**src/rtl/stage4_memory_if.sv**
```systemverilog
// stage4_memory_if: bundles the three streams around the memory-access stage.
//   in_*   : execute -> stage instruction stream (valid/ready)
//   out_*  : stage -> writeback result stream (valid/ready)
//   mem_*  : stage -> data memory request port (req held until a one-cycle ack)
// Handshake rule for both valid/ready streams: a transfer happens on a rising
// clock edge where valid && ready are both 1. Once raised, valid and the
// payload stay stable until that transfer.
// Modports:
//   master : the memory stage itself
//   slave  : its environment (execute, writeback and the data memory)
interface stage4_memory_if #(
  parameter int REGISTER_WIDTH = 32,
  parameter int ADDR_WIDTH     = 32
);
  logic                      in_valid;
  logic                      in_ready;
  logic [6:0]                in_opcode;
  logic [2:0]                in_funct3;
  logic [4:0]                in_rd;
  logic [REGISTER_WIDTH-1:0] in_alu_result;
  logic [REGISTER_WIDTH-1:0] in_store_data;
  logic [REGISTER_WIDTH-1:0] in_branch_target;

  logic                      out_valid;
  logic                      out_ready;
  logic [6:0]                out_opcode;
  logic [2:0]                out_funct3;
  logic [4:0]                out_rd;
  logic [REGISTER_WIDTH-1:0] out_alu_result;
  logic [REGISTER_WIDTH-1:0] out_branch_target;
  logic [REGISTER_WIDTH-1:0] out_data_from_memory;

  logic                      mem_req;
  logic                      mem_we;
  logic [ADDR_WIDTH-1:0]     mem_addr;
  logic [REGISTER_WIDTH-1:0] mem_wdata;
  logic [3:0]                mem_wstrb;
  logic                      mem_ack;
  logic [REGISTER_WIDTH-1:0] mem_rdata;

  modport master (
    input  in_valid, in_opcode, in_funct3, in_rd, in_alu_result,
           in_store_data, in_branch_target,
    output in_ready,
    output out_valid, out_opcode, out_funct3, out_rd, out_alu_result,
           out_branch_target, out_data_from_memory,
    input  out_ready,
    output mem_req, mem_we, mem_addr, mem_wdata, mem_wstrb,
    input  mem_ack, mem_rdata
  );

  modport slave (
    output in_valid, in_opcode, in_funct3, in_rd, in_alu_result,
           in_store_data, in_branch_target,
    input  in_ready,
    input  out_valid, out_opcode, out_funct3, out_rd, out_alu_result,
           out_branch_target, out_data_from_memory,
    output out_ready,
    input  mem_req, mem_we, mem_addr, mem_wdata, mem_wstrb,
    output mem_ack, mem_rdata
  );
endinterface

```
**src/rtl/stage4_memory.sv**
```systemverilog
// stage4_memory: memory-access pipeline stage between execute and writeback.
// Non-memory instructions pass through a single output register (one per
// cycle). Loads/stores issue one request to data memory, wait for the ack,
// then present the result; load data is shifted down to bit 0.
// Ports:
//   clk, rst  : clock, asynchronous active-high reset
//   bus       : stage4_memory_if.master (in_*, out_*, mem_* streams)
//   dbg_state : current FSM state (IDLE=0, MEM_WAIT=1, OUT_HOLD=2)
module stage4_memory #(
  parameter int REGISTER_WIDTH = 32,
  parameter int ADDR_WIDTH     = 32
) (
  input  logic                  clk,
  input  logic                  rst,
  stage4_memory_if.master       bus,
  output logic [1:0]            dbg_state
);

  localparam logic [6:0] OP_LOAD  = 7'b0000011;
  localparam logic [6:0] OP_STORE = 7'b0100011;

  typedef enum logic [1:0] {
    IDLE     = 2'd0,
    MEM_WAIT = 2'd1,
    OUT_HOLD = 2'd2
  } state_t;

  state_t state, state_next;

  // Holds in_ready low while in reset and for the first edge after it.
  logic ready_en;

  logic in_ready_c;
  logic accept;
  logic is_mem;
  logic mem_done;
  logic mem_req_c;

  logic                      out_valid_q;
  logic [6:0]                out_opcode_q;
  logic [2:0]                out_funct3_q;
  logic [4:0]                out_rd_q;
  logic [REGISTER_WIDTH-1:0] out_alu_result_q;
  logic [REGISTER_WIDTH-1:0] out_branch_target_q;
  logic [REGISTER_WIDTH-1:0] out_data_q;
  logic [1:0]                off_q;

  logic                      mem_we_q;
  logic [ADDR_WIDTH-1:0]     mem_addr_q;
  logic [REGISTER_WIDTH-1:0] mem_wdata_q;
  logic [3:0]                mem_wstrb_q;

  logic [REGISTER_WIDTH-1:0] wdata_c;
  logic [3:0]                wstrb_c;

  // ---------------- FSM ----------------
  always_ff @(posedge clk or posedge rst) begin
    if (rst) state <= IDLE;
    else     state <= state_next;
  end

  always_ff @(posedge clk or posedge rst) begin
    if (rst) ready_en <= 1'b0;
    else     ready_en <= 1'b1;
  end

  always_comb begin
    state_next = state;
    in_ready_c = 1'b0;
    accept     = 1'b0;
    mem_done   = 1'b0;
    mem_req_c  = 1'b0;
    is_mem     = (bus.in_opcode == OP_LOAD) || (bus.in_opcode == OP_STORE);
    case (state)
      IDLE: begin
        // A pending result may be replaced in the same edge it is taken.
        in_ready_c = ready_en && (!out_valid_q || bus.out_ready);
        accept     = in_ready_c && bus.in_valid;
        if (accept && is_mem) state_next = MEM_WAIT;
      end
      MEM_WAIT: begin
        mem_req_c = 1'b1;
        if (bus.mem_ack) begin
          mem_done   = 1'b1;
          state_next = OUT_HOLD;
        end
      end
      OUT_HOLD: begin
        if (bus.out_ready) state_next = IDLE;
      end
      default: state_next = IDLE;
    endcase
  end

  // ---------------- store lane encoding ----------------
  // Sub-word stores replicate the data across lanes so memory only needs
  // the strobes; offset bits below the access size are ignored.
  always_comb begin
    wdata_c = '0;
    wstrb_c = 4'b0000;
    if (bus.in_opcode == OP_STORE) begin
      case (bus.in_funct3[1:0])
        2'b00: begin
          wdata_c = {4{bus.in_store_data[7:0]}};
          wstrb_c = 4'b0001 << bus.in_alu_result[1:0];
        end
        2'b01: begin
          wdata_c = {2{bus.in_store_data[15:0]}};
          wstrb_c = 4'b0011 << {bus.in_alu_result[1], 1'b0};
        end
        default: begin
          wdata_c = bus.in_store_data;
          wstrb_c = 4'b1111;
        end
      endcase
    end
  end

  // ---------------- datapath registers ----------------
  always_ff @(posedge clk or posedge rst) begin
    if (rst) begin
      out_valid_q         <= 1'b0;
      out_opcode_q        <= '0;
      out_funct3_q        <= '0;
      out_rd_q            <= '0;
      out_alu_result_q    <= '0;
      out_branch_target_q <= '0;
      out_data_q          <= '0;
      off_q               <= '0;
      mem_we_q            <= 1'b0;
      mem_addr_q          <= '0;
      mem_wdata_q         <= '0;
      mem_wstrb_q         <= '0;
    end else begin
      if (accept) begin
        out_opcode_q        <= bus.in_opcode;
        out_funct3_q        <= bus.in_funct3;
        out_rd_q            <= bus.in_rd;
        out_alu_result_q    <= bus.in_alu_result;
        out_branch_target_q <= bus.in_branch_target;
        out_data_q          <= '0;
        off_q               <= bus.in_alu_result[1:0];
        // Memory ops present their result only after the ack.
        out_valid_q         <= !is_mem;
        if (is_mem) begin
          mem_we_q    <= (bus.in_opcode == OP_STORE);
          mem_addr_q  <= {bus.in_alu_result[ADDR_WIDTH-1:2], 2'b00};
          mem_wdata_q <= wdata_c;
          mem_wstrb_q <= wstrb_c;
        end
      end else if (mem_done) begin
        out_valid_q <= 1'b1;
        if (out_opcode_q == OP_LOAD) out_data_q <= bus.mem_rdata >> {off_q, 3'b000};
        else                         out_data_q <= '0;
      end else if (out_valid_q && bus.out_ready) begin
        out_valid_q <= 1'b0;
      end
    end
  end

  assign bus.in_ready             = in_ready_c;
  assign bus.out_valid            = out_valid_q;
  assign bus.out_opcode           = out_opcode_q;
  assign bus.out_funct3           = out_funct3_q;
  assign bus.out_rd               = out_rd_q;
  assign bus.out_alu_result       = out_alu_result_q;
  assign bus.out_branch_target    = out_branch_target_q;
  assign bus.out_data_from_memory = out_data_q;
  assign bus.mem_req              = mem_req_c;
  assign bus.mem_we               = mem_we_q;
  assign bus.mem_addr             = mem_addr_q;
  assign bus.mem_wdata            = mem_wdata_q;
  assign bus.mem_wstrb            = mem_wstrb_q;
  assign dbg_state                = state;

endmodule

```
**src/flat_wrapper.sv**
```systemverilog
// flat-port wrapper written by rule: the top's interface ports become plain ports
module stage4_memory_flat 
#(
  parameter int REGISTER_WIDTH = 32,
  parameter int ADDR_WIDTH     = 32
)
  (clk, rst, dbg_state, bus_in_valid, bus_in_opcode, bus_in_funct3, bus_in_rd, bus_in_alu_result, bus_in_store_data, bus_in_branch_target, bus_in_ready, bus_out_valid, bus_out_opcode, bus_out_funct3, bus_out_rd, bus_out_alu_result, bus_out_branch_target, bus_out_data_from_memory, bus_out_ready, bus_mem_req, bus_mem_we, bus_mem_addr, bus_mem_wdata, bus_mem_wstrb, bus_mem_ack, bus_mem_rdata);
  stage4_memory_if #(.REGISTER_WIDTH(REGISTER_WIDTH), .ADDR_WIDTH(ADDR_WIDTH)) bus_i ();
  input  logic clk;
  input  logic rst;
  output logic [1:0] dbg_state;
  input wire logic [$bits(bus_i.in_valid)-1:0] bus_in_valid;
  input wire logic [$bits(bus_i.in_opcode)-1:0] bus_in_opcode;
  input wire logic [$bits(bus_i.in_funct3)-1:0] bus_in_funct3;
  input wire logic [$bits(bus_i.in_rd)-1:0] bus_in_rd;
  input wire logic [$bits(bus_i.in_alu_result)-1:0] bus_in_alu_result;
  input wire logic [$bits(bus_i.in_store_data)-1:0] bus_in_store_data;
  input wire logic [$bits(bus_i.in_branch_target)-1:0] bus_in_branch_target;
  output wire logic [$bits(bus_i.in_ready)-1:0] bus_in_ready;
  output wire logic [$bits(bus_i.out_valid)-1:0] bus_out_valid;
  output wire logic [$bits(bus_i.out_opcode)-1:0] bus_out_opcode;
  output wire logic [$bits(bus_i.out_funct3)-1:0] bus_out_funct3;
  output wire logic [$bits(bus_i.out_rd)-1:0] bus_out_rd;
  output wire logic [$bits(bus_i.out_alu_result)-1:0] bus_out_alu_result;
  output wire logic [$bits(bus_i.out_branch_target)-1:0] bus_out_branch_target;
  output wire logic [$bits(bus_i.out_data_from_memory)-1:0] bus_out_data_from_memory;
  input wire logic [$bits(bus_i.out_ready)-1:0] bus_out_ready;
  output wire logic [$bits(bus_i.mem_req)-1:0] bus_mem_req;
  output wire logic [$bits(bus_i.mem_we)-1:0] bus_mem_we;
  output wire logic [$bits(bus_i.mem_addr)-1:0] bus_mem_addr;
  output wire logic [$bits(bus_i.mem_wdata)-1:0] bus_mem_wdata;
  output wire logic [$bits(bus_i.mem_wstrb)-1:0] bus_mem_wstrb;
  input wire logic [$bits(bus_i.mem_ack)-1:0] bus_mem_ack;
  input wire logic [$bits(bus_i.mem_rdata)-1:0] bus_mem_rdata;
  assign bus_i.in_valid = bus_in_valid;
  assign bus_i.in_opcode = bus_in_opcode;
  assign bus_i.in_funct3 = bus_in_funct3;
  assign bus_i.in_rd = bus_in_rd;
  assign bus_i.in_alu_result = bus_in_alu_result;
  assign bus_i.in_store_data = bus_in_store_data;
  assign bus_i.in_branch_target = bus_in_branch_target;
  assign bus_in_ready = bus_i.in_ready;
  assign bus_out_valid = bus_i.out_valid;
  assign bus_out_opcode = bus_i.out_opcode;
  assign bus_out_funct3 = bus_i.out_funct3;
  assign bus_out_rd = bus_i.out_rd;
  assign bus_out_alu_result = bus_i.out_alu_result;
  assign bus_out_branch_target = bus_i.out_branch_target;
  assign bus_out_data_from_memory = bus_i.out_data_from_memory;
  assign bus_i.out_ready = bus_out_ready;
  assign bus_mem_req = bus_i.mem_req;
  assign bus_mem_we = bus_i.mem_we;
  assign bus_mem_addr = bus_i.mem_addr;
  assign bus_mem_wdata = bus_i.mem_wdata;
  assign bus_mem_wstrb = bus_i.mem_wstrb;
  assign bus_i.mem_ack = bus_mem_ack;
  assign bus_i.mem_rdata = bus_mem_rdata;
  stage4_memory #(.REGISTER_WIDTH(REGISTER_WIDTH), .ADDR_WIDTH(ADDR_WIDTH)) u_core (.clk(clk), .rst(rst), .bus(bus_i), .dbg_state(dbg_state));
endmodule
```
**config.mk**
```make
export PLATFORM = sky130hd
export DESIGN_NAME = stage4_memory_flat
export DESIGN_NICKNAME = d
export VERILOG_FILES = /design/src/rtl/stage4_memory_if.sv /design/src/rtl/stage4_memory.sv /design/src/flat_wrapper.sv
export SDC_FILE = /design/constraint.sdc
export NUM_CORES = 1
export LEC_CHECK = 0
export BUFFER_PORTS_ARGS = -buffer_cell sky130_fd_sc_hd__buf_4
export CAP_MARGIN = 20
export CELL_PAD_IN_SITES_DETAIL_PLACEMENT = 2
export CELL_PAD_IN_SITES_GLOBAL_PLACEMENT = 2
export CORE_ASPECT_RATIO = 1.2
export CORE_UTILIZATION = 30
export CTS_CLUSTER_DIAMETER = 40
export DETAILED_ROUTE_END_ITERATION = 16
export PLACE_DENSITY = 0.81
export SLEW_MARGIN = 0
export SYNTH_ARGS = -nofsm -noshare
export SYNTH_HDL_FRONTEND = slang
export SYNTH_SLANG_ARGS = --single-unit
```
**constraint.sdc**
```tcl
create_clock -name clk -period 6.32 [get_ports clk]
set_input_delay 0 -clock clk [delete_from_list [all_inputs] [get_ports clk]]
set_output_delay 0 -clock clk [all_outputs]
set_load 0.05 [all_outputs]
```
==> results of run 1 <==
state kept, by name (all words and copies together) (netlist names), 2 cells and up:
signal / count
u_core.bus.out_data_from_memory: 32
u_core.bus.out_alu_result: 32
u_core.bus.mem_addr: 30
u_core.bus.out_rd: 5
u_core.dbg_state: 2
u_core.bus.mem_wdata: 32
u_core.bus.out_funct3: 3
u_core.bus.out_branch_target: 32
u_core.bus.out_opcode: 7
u_core.bus.mem_wstrb: 4
layer usage:
metal / track usage, % / up-vias / wire length (um)
met3: 5.91 / 56 / 1790
li1: - / 2932 / -
met4: 11.4 / 2 / 1110
met2: 48.8 / 250 / 18800
met5: 0 / - / 10
met1: 26.2 / 3407 / 12000
cells in the mapped netlist (8+ instances only):
| library cell | instances |
|---|---|
| nor2_1 | 13 |
| mux2_2 | 133 |
| a21oi_1 | 9 |
| a22o_1 | 24 |
| nand2_1 | 34 |
| nor2b_1 | 20 |
| clkbuf_1 | 21 |
| a211o_1 | 8 |
| mux2i_1 | 42 |
| buf_1 | 11 |
| a21boi_0 | 10 |
| dfrtp_1 | 182 |
| a32o_1 | 8 |
| inv_1 | 13 |
| o21ai_0 | 30 |
worst max-delay path by stage:
stage / startpoint / to / slack, ps / cells after the start
after floorplan: rst / u_core.bus.mem_addr[10]$_DFFE_PP0P_ / 1380 / 1
after global placement: u_core.dbg_state[0]$_DFFE_PP0P_ / u_core.bus.mem_wdata[9]$_DFFE_PP0P_ / 3940 / 4
after detailed placement: u_core.dbg_state[1]$_DFFE_PP0P_ / u_core.bus.mem_wdata[9]$_DFFE_PP0P_ / 3860 / 4
after CTS: u_core.dbg_state[0]$_DFFE_PP0P_ / u_core.bus.mem_wdata[9]$_DFFE_PP0P_ / 3830 / 4
after global routing: u_core.dbg_state[0]$_DFFE_PP0P_ / u_core.bus.mem_addr[24]$_DFFE_PP0P_ / 3720 / 4
final: u_core.dbg_state[0]$_DFFE_PP0P_ / u_core.bus.mem_addr[24]$_DFFE_PP0P_ / 3820 / 4
cell usage in the layout (no fill, tap or decap), types with 5 or more instances in the layout:
cell and count:
nor2_1 13, a21boi_0 10, nor2b_1 20, inv_6 5
a21oi_1 9, nand2_1 34, clkbuf_16 17, mux2i_1 42
inv_1 12, buf_4 335, a22o_1 24, dlygate4sd3_1 126
o21ai_0 30, a211o_1 8, mux2_2 133, dfrtp_1 182
a32o_1 8
cells by family (layout without fill, tap and decap cells):
logic type	after synthesis	in the layout	share of synthesized area [%]
muxes	177	177	25.0
AOI/OAI and AO/OA	89	89	8.13
and+or+nand+nor	79	79	5.09
buffers and inverters	55	507	3.00
other	2	4	0.0968
DFF	182	182	58.7
report_power, final:
part	internal [mW]	switching [mW]
sequential	1.30	0.0989
combinational	0.434	0.805
clock	0.600	0.524
total	2.33	1.43
area by class of cell:
| cell class | count | area (um2) |
|---|---|---|
| diodes | 1 | 2.50 |
| repair buffers | 462 | 3800 |
| inverters | 13 | 56.3 |
| well taps | 330 | 413 |
| multi-input cells | 348 | 2990 |
| clock buffers | 19 | 443 |
| fillers | 2508 | 13100 |
| clock inverters | 13 | 144 |
| flip-flops and latches | 182 | 4550 |
critical path, stage by stage, from the launching register on:
cell and delay (ps):
dfrtp_1 420, nor2_1 270, nand4_4 210, or4_4 950
mux2_1 490
==> impl_metrics.json, run 1 <==
{
  "outcome": "finished, final reports clean",
  "io_pins": 333,
  "peakVddDrop_mv": 0.191,
  "holdCritPathClass": "in2reg",
  "finalCritPeriodShare_pct": 39.5,
  "synth-seq-cells": 182,
  "fin_area_um2": 12400,
  "core_um2": 25500,
  "finalSetupTns_ps": 0,
  "crit_path_start_kind": "flop",
  "leakage_nw": 6.22,
  "grt-ovfl-total": 0,
  "drv_slew": 0,
  "num-nets-final": 1172,
  "die_area_um2": 26500,
  "die_h_um": 178,
  "clockBufferDepth": 2,
  "utilization_pct": 48.7,
  "die_w_um": 149,
  "cts.sinks": 182,
  "hold_violations": 0,
  "via_per_inst": 4.86,
  "drtIter0Drc": 174,
  "power_mw": 3.76,
  "synth_edf_count": 0,
  "critPathKind": "reg2reg",
  "grt_antenna_before_repair": 2,
  "layoutNonFillerInstCount": 1368,
  "cts_tree": "yes",
  "post-cts-setup-buffer-count": 0,
  "ys_types": 30,
  "synth_top_area_share_pct": 58.7,
  "min_period_ps": 2500,
  "track_usage_pct": 25.6,
  "critPathCaptureType": "flop",
  "htreeDepth": 4,
  "yosys_warnings": 0,
  "maxSlewHeadroom_pct": 28.9,
  "rsz0062_at_grt": "false",
  "wl_per_cell_um": 24.6,
  "start_util_pct": 30.5,
  "cts-root-buf": "clkbuf_16",
  "grt_pass1_vias": 7767,
  "reg2reg_to": "u_core.bus.mem_addr[24]$_DFFE_PP0P_",
  "fin_ws_ps": 3820,
  "worst_ep_required_time_ps": 6640,
  "fmax_ghz": 0.400,
  "vias": 6647,
  "hpwlAfterDp_um": 19200,
  "fin_worst_skew_ps": 18.2,
  "synth_area_leader_cell": "dfrtp_1",
  "holdBufCountCts": 126,
  "netlist_area_um2": 7760,
  "firstDrtPassIters": 4,
  "synth-main-ff-cell": "dfrtp_1",
  "r2r_slack_ps": 3820,
  "syn2layout_area_growth_pct": 59.9,
  "hold_end": "u_core.bus.mem_wdata[3]$_DFFE_PP0P_",
  "path_clk_slew_ps": 80,
  "syn_avg_cell_area_um2": 13.3,
  "cts-resized-gates": 0,
  "syn-instance-count": 584,
  "dp_slack_ps": 3860,
  "num_rows": 64,
  "hold_depth": 3,
  "rr_startpoint": "u_core.dbg_state[0]$_DFFE_PP0P_",
  "hold_start": "bus_in_opcode[5]",
  "powerDensity_nw_per_um2": 303,
  "drive_gt1_share_pct": 48.6,
  "drc": 0,
  "rr_worst_depth": 4,
  "ant_nets": 0,
  "finalSetupViolations": 0,
  "crit_arrival_ps": 2820,
  "worst_pin_slew_ps": 1070,
  "dp_cells": 1209,
  "cts_buffers": 17,
  "portBuffers": 330,
  "grt_max_degree": 115,
  "grt_pass1_wl_um": 49200,
  "dpl_cell_area_um2": 10600,
  "path_max_fanout": 69,
  "worstSkewPairLatency_ps": 450,
  "synth_area_leaders": "dfrtp_1 (59%), mux2_2 (19%), mux2i_1 (5.4%)",
  "wl_um": 33700,
  "cap_violations": 0,
  "place_congestion": 0.762,
  "hold_slack_ps": 13.9,
  "synth_seq_area_share_pct": 58.7,
  "async_flop_share_pct": 100
}
No activity file was read; power rests on OpenSTA's default activity.
==> inputs of run 2 (changes only) <==
--- a/config.mk
+++ b/config.mk
@@ -10,10 +10,10 @@
 export CELL_PAD_IN_SITES_DETAIL_PLACEMENT = 2
 export CELL_PAD_IN_SITES_GLOBAL_PLACEMENT = 2
 export CORE_ASPECT_RATIO = 1.2
-export CORE_UTILIZATION = 30
+export CORE_UTILIZATION = 27
 export CTS_CLUSTER_DIAMETER = 40
 export DETAILED_ROUTE_END_ITERATION = 16
-export PLACE_DENSITY = 0.81
+export PLACE_DENSITY = 0.77
 export SLEW_MARGIN = 0
 export SYNTH_ARGS = -nofsm -noshare
 export SYNTH_HDL_FRONTEND = slang
==> constraint.sdc (replaced) <==
create_clock -name clk -period 2.1 [get_ports clk]
set_input_delay 0 -clock clk [delete_from_list [all_inputs] [get_ports clk]]
set_output_delay 0 -clock clk [all_outputs]
set_load 0.05 [all_outputs]
==> run 2 against run 1 <==
Combinational power grew to 3.0 times the previous value. Maximum frequency grew 25%. First-iteration DRC count shrank 5.7%. Die area grew 11%. Sequential power grew to 3.0 times the previous value. Global-route usage shrank 2.4 points. Final cell count grew 4.2%. Hold slack lost 1.7 ps. Utilization shrank 3.9 points. Clock skew shrank 7.7 ps. Critical endpoint is now u_core.bus.mem_wdata[9]$_DFFE_PP0P_. Largest power group unchanged. Highest routed layer is now met4.
==> impl_metrics.json, run 2 (synthesized netlist as in run 1, its figures left out) <==
{
  "fillerInstances": 2816,
  "die_w_um": 157,
  "ant_nets": 0,
  "htreeDepth": 4,
  "rr_worst_depth": 5,
  "grt-ovfl-total": 0,
  "min_period_ps": 2000,
  "grt_pass1_vias": 8095,
  "portBuffers": 330,
  "fin_worst_skew_ps": 10.4,
  "path_clk_slew_ps": 70,
  "worst_ep_required_time_ps": 2420,
  "num-nets-final": 1182,
  "firstDrtPassIters": 4,
  "crit_arrival_ps": 2320,
  "rsz0062_at_grt": "false",
  "cap_violations": 0,
  "finalSetupViolations": 0,
  "syn2layout_area_growth_pct": 62.2,
  "drive_gt1_share_pct": 49.4,
  "hpwlAfterDp_um": 19800,
  "place_congestion": 0.740,
  "fin_ws_ps": 99.2,
  "drv_slew": 0,
  "final_common_cell": "buf_4",
  "wl_per_cell_um": 23.4,
  "fin_area_um2": 12600,
  "hold_depth": 4,
  "clockBufferDepth": 2,
  "finalCritPeriodShare_pct": 95.3,
  "grt_max_degree": 82,
  "cts_buffers": 17,
  "critPathMaxStageDelay_ps": 540,
  "path_max_fanout": 45,
  "layout_common_cells": "buf_4 (342), dfrtp_1 (182), mux2_2 (133), dlygate4sd3_1 (125), mux2i_1 (42)",
  "outcome": "finished, final reports clean",
  "num_rows": 67,
  "holdCritPathClass": "in2reg",
  "crit_chain": "nor2_2 -> nand4_4 -> or4_4 -> buf_12 -> mux2_1",
  "dp_slack_ps": 49.2,
  "die_h_um": 188,
  "fmax_ghz": 0.500,
  "start_util_pct": 27.6,
  "hold_slack_ps": 12.2,
  "drc": 0,
  "core_um2": 28100,
  "leakage_nw": 6.29,
  "vias": 6686,
  "cts_tree": "yes",
  "hold_violations": 0,
  "drtIter0Drc": 164,
  "crit_path_start_kind": "flop",
  "worstSkewPairLatency_ps": 440,
  "worst_pin_slew_ps": 718,
  "peakVddDrop_mv": 0.477,
  "cts.sinks": 182,
  "wl_um": 33400,
  "io_pins": 333,
  "post-cts-setup-buffer-count": 0,
  "via_per_inst": 4.69,
  "antenna_cells": 0,
  "maxSlewHeadroom_pct": 52.0,
  "grt_antenna_before_repair": 0,
  "track_usage_pct": 23.1,
  "dpl_cell_area_um2": 10700,
  "critPathCaptureType": "flop",
  "critPathKind": "reg2reg",
  "slowest_stage": "or4_4",
  "die_area_um2": 29400,
  "cts-root-buf": "clkbuf_16",
  "powerDensity_nw_per_um2": 898,
  "grt_pass1_wl_um": 50500
}
-- run 2: area by class of cell --
class,count,area (um2),area share (%)
repair buffers,472,3910,31.1
multi-input cells,348,3000,23.8
flip-flops and latches,182,4550,36.2
clock buffers,18,429,3.41
inverters,13,52.6,0.417
well taps,379,474,3.77
clock inverters,14,171,1.36
-- run 2: report_power, final --
group / internal (mW) / switching [mW]
Combinational: 1.32 / 2.38
Clock: 1.89 / 1.53
Sequential: 3.90 / 0.288
-- run 2: per-stage QoR --
step	TNS (ps)	power, mW	instances	util [%]
6_report	0	11.3	1426	44.8
5_1_grt	0	11.7	1426	44.8
4_1_cts	0	11.3	1426	44.8
3_5_place_dp	0	7.65	1269	38.2
3_3_place_gp	0	7.57	1269	38.2
2_1_floorplan	-49140	6.36	585	-
-- run 2: timing repair --
item,4_1_cts,5_1_grt
hold buffers,125,0
setup endpoints to repair,0,17
gates resized for setup,0,2
hold endpoints to repair,173,0
-- run 2: layer usage --
| metal | up-vias | global-route usage (%) | routed length (um) |
|---|---|---|---|
| met5 | - | 0 | 0 |
| li1 | 2954 | - | - |
| met4 | 0 | 8.48 | 911 |
| met3 | 49 | 5.27 | 1860 |
| met1 | 3435 | 24.0 | 12200 |
| met2 | 248 | 44.4 | 18400 |
-- run 2: critical path: cells and delay by family (launching register included) --
kind,cells,cell delay (ps)
and+or+nand+nor,3,860
DFF,1,420
muxes,1,360
buffers and inverters,1,210
-- run 2: final timing paths --
kind | end | startpoint | slack [ps]
max | u_core.bus.mem_wdata[9]$_DFFE_PP0P_ | u_core.dbg_state[0]$_DFFE_PP0P_ | 100
min | u_core.bus.mem_wdata[23]$_DFFE_PP0P_ | bus_in_store_data[23] | 10
max reg2reg | u_core.bus.mem_wdata[9]$_DFFE_PP0P_ | u_core.dbg_state[0]$_DFFE_PP0P_ | 100
min reg2reg | u_core.bus.out_data_from_memory[2]$_DFFE_PP0P_ | u_core.bus.out_data_from_memory[2]$_DFFE_PP0P_ | 500
max in group asynchronous | u_core.bus.out_alu_result[4]$_DFFE_PP0P_ | rst | 1190
min in group asynchronous | u_core.bus.mem_wdata[9]$_DFFE_PP0P_ | rst | 150
==> inputs of run 3 (changes only) <==
==> constraint.sdc (replaced) <==
create_clock -name clk -period 1.8 [get_ports clk]
set_input_delay 0 -clock clk [delete_from_list [all_inputs] [get_ports clk]]
set_output_delay 0 -clock clk [all_outputs]
set_load 0.05 [all_outputs]
==> run 3 against run 2 <==
The run now ends with setup timing left. Global-route usage shrank 0.29 points. Register-to-register slack worse by 200 ps. Count of clock-buffer cells in the layout is 1 higher. Maximum frequency up 5.1%. Routed wire length hardly changed. Via count did not move. Highest routed layer unchanged.
==> impl_metrics.json, run 3 (synthesized netlist as in run 1, its figures left out) <==
{
  "crit_chain": "nor2_4 -> nand4_4 -> or4_4 -> clkbuf_16 -> mux2_2",
  "slowest_stage": "or4_4",
  "grt_pass1_vias": 7956,
  "rr_startpoint": "u_core.dbg_state[0]$_DFFE_PP0P_",
  "maxSlewHeadroom_pct": 48.0,
  "crit_arrival_ps": 2230,
  "die_h_um": 188,
  "core_um2": 28100,
  "worst_ep_required_time_ps": 2130,
  "firstDrtPassIters": 7,
  "fin_area_um2": 12700,
  "drc": 0,
  "finalSetupViolations": 66,
  "dpl_cell_area_um2": 10800,
  "die_w_um": 157,
  "holdCritPathClass": "in2reg",
  "fin_ws_ps": -104,
  "cts_tree": "yes",
  "syn2layout_area_growth_pct": 64.2,
  "die_area_um2": 29400,
  "dp_slack_ps": -158,
  "drv_slew": 0,
  "critPathMaxStageDelay_ps": 570,
  "cts.sinks": 182,
  "post-cts-setup-buffer-count": 0,
  "cts_buffers": 17,
  "num-nets-final": 1186,
  "critPathKind": "reg2reg",
  "via_per_inst": 4.68,
  "portBuffers": 330,
  "ant_nets": 0,
  "cap_violations": 0,
  "grt_antenna_before_repair": 0,
  "grt_pass1_wl_um": 49400,
  "wl_per_cell_um": 23.3,
  "hold_end": "u_core.bus.mem_wdata[23]$_DFFE_PP0P_",
  "grt-ovfl-total": 0,
  "hold_start": "bus_in_store_data[23]",
  "path_max_fanout": 23,
  "rsz0062_at_grt": "true",
  "fillerInstances": 2781,
  "peakVddDrop_mv": 0.643,
  "wl_um": 33400,
  "worst_pin_slew_ps": 778,
  "antenna_cells": 0,
  "critPathCaptureType": "flop",
  "leakage_nw": 6.36,
  "place_congestion": 0.746,
  "worstSkewPairLatency_ps": 440,
  "hold_slack_ps": 3.16,
  "hold_violations": 0,
  "vias": 6686,
  "drtIter0Drc": 178,
  "r2r_slack_ps": -100,
  "dp_cells": 1272,
  "grt_max_degree": 77,
  "hold_depth": 4,
  "layout_common_cells": "buf_4 (342), dfrtp_1 (182), mux2_2 (132), dlygate4sd3_1 (125), mux2i_1 (42)",
  "powerDensity_nw_per_um2": 1050,
  "htreeDepth": 4,
  "crit_path_start_kind": "flop",
  "drive_gt1_share_pct": 50.0,
  "start_util_pct": 27.6,
  "io_pins": 333,
  "failed_checks": "setup timing",
  "cts-root-buf": "clkbuf_16",
  "fmax_ghz": 0.525,
  "layoutNonFillerInstCount": 1430,
  "reg2reg_to": "u_core.bus.mem_wdata[13]$_DFFE_PP0P_",
  "min_period_ps": 1900,
  "outcome": "finished with violations",
  "hpwlAfterDp_um": 20000,
  "num_rows": 67,
  "fin_worst_skew_ps": 9.35,
  "final_common_cell": "buf_4",
  "clockBufferDepth": 2,
  "finalCritPeriodShare_pct": 106,
  "path_clk_slew_ps": 70,
  "track_usage_pct": 22.9,
  "rr_worst_depth": 5
}
run 3: power by group:
group	switching (mW)	internal [mW]	leakage [nW]
Combinational	2.80	1.56	3.74
Clock	1.84	2.31	0.310
Sequential	0.324	4.55	2.31
run 3: layout make-up:
cell class                      instances  area (um2)  share of cell area [%]
Clock buffer                           19         453                    3.55
Clock inverter                         13         181                    1.42
Inverter                               13        52.6                   0.412
Multi-Input combinational cell        348        3030                    23.8
Sequential cell                       182        4550                    35.7
Tap cell                              379         474                    3.72
Timing Repair Buffer                  476        4000                    31.4
run 3: worst max-delay path by stage:
stage	cells after the start	endpoint	from	slack [ps]
6_report	5	u_core.bus.mem_wdata[13]$_DFFE_PP0P_	u_core.dbg_state[0]$_DFFE_PP0P_	-100
5_1_grt	5	u_core.bus.mem_wdata[14]$_DFFE_PP0P_	u_core.dbg_state[0]$_DFFE_PP0P_	-160
4_1_cts	5	u_core.bus.mem_wdata[9]$_DFFE_PP0P_	u_core.dbg_state[0]$_DFFE_PP0P_	-120
3_5_place_dp	5	u_core.bus.mem_addr[24]$_DFFE_PP0P_	u_core.dbg_state[1]$_DFFE_PP0P_	-160
3_3_place_gp	5	u_core.bus.mem_addr[24]$_DFFE_PP0P_	u_core.dbg_state[0]$_DFFE_PP0P_	-110
2_1_floorplan	1	u_core.bus.mem_addr[10]$_DFFE_PP0P_	rst	-540
run 3: what timing repair did:
item	CTS	global route
setup endpoints to repair	117	133
gates cloned	0	1
hold endpoints to repair	339	0
hold buffers	125	0
resized for setup	2	8
run 3: metal layers:
metal / track usage, % / vias to the layer above / wire (um)
met3: 6.63 / 60 / 2130
met2: 43.5 / 249 / 18400
li1: - / 2961 / -
met1: 22.8 / 3416 / 11700
met4: 9.01 / 0 / 1110
met5: 0 / - / 0
run 3: worst max-delay path: cells and delay by family, from the launching register on:
kind / cells / cell delay, ps
buf+inv: 1 / 250
simple gates: 3 / 820
mux: 1 / 290
flops: 1 / 410
run 3: metrics by stage:
step	util (%)	power [mW]	setup TNS [ps]
4_1_cts	45.1	13.4	-4710
6_report	45.4	13.4	-4610
5_1_grt	45.4	13.9	-11450
3_3_place_gp	38.4	8.85	-4460
2_1_floorplan	-	7.42	-133540
3_5_place_dp	38.4	8.94	-7670
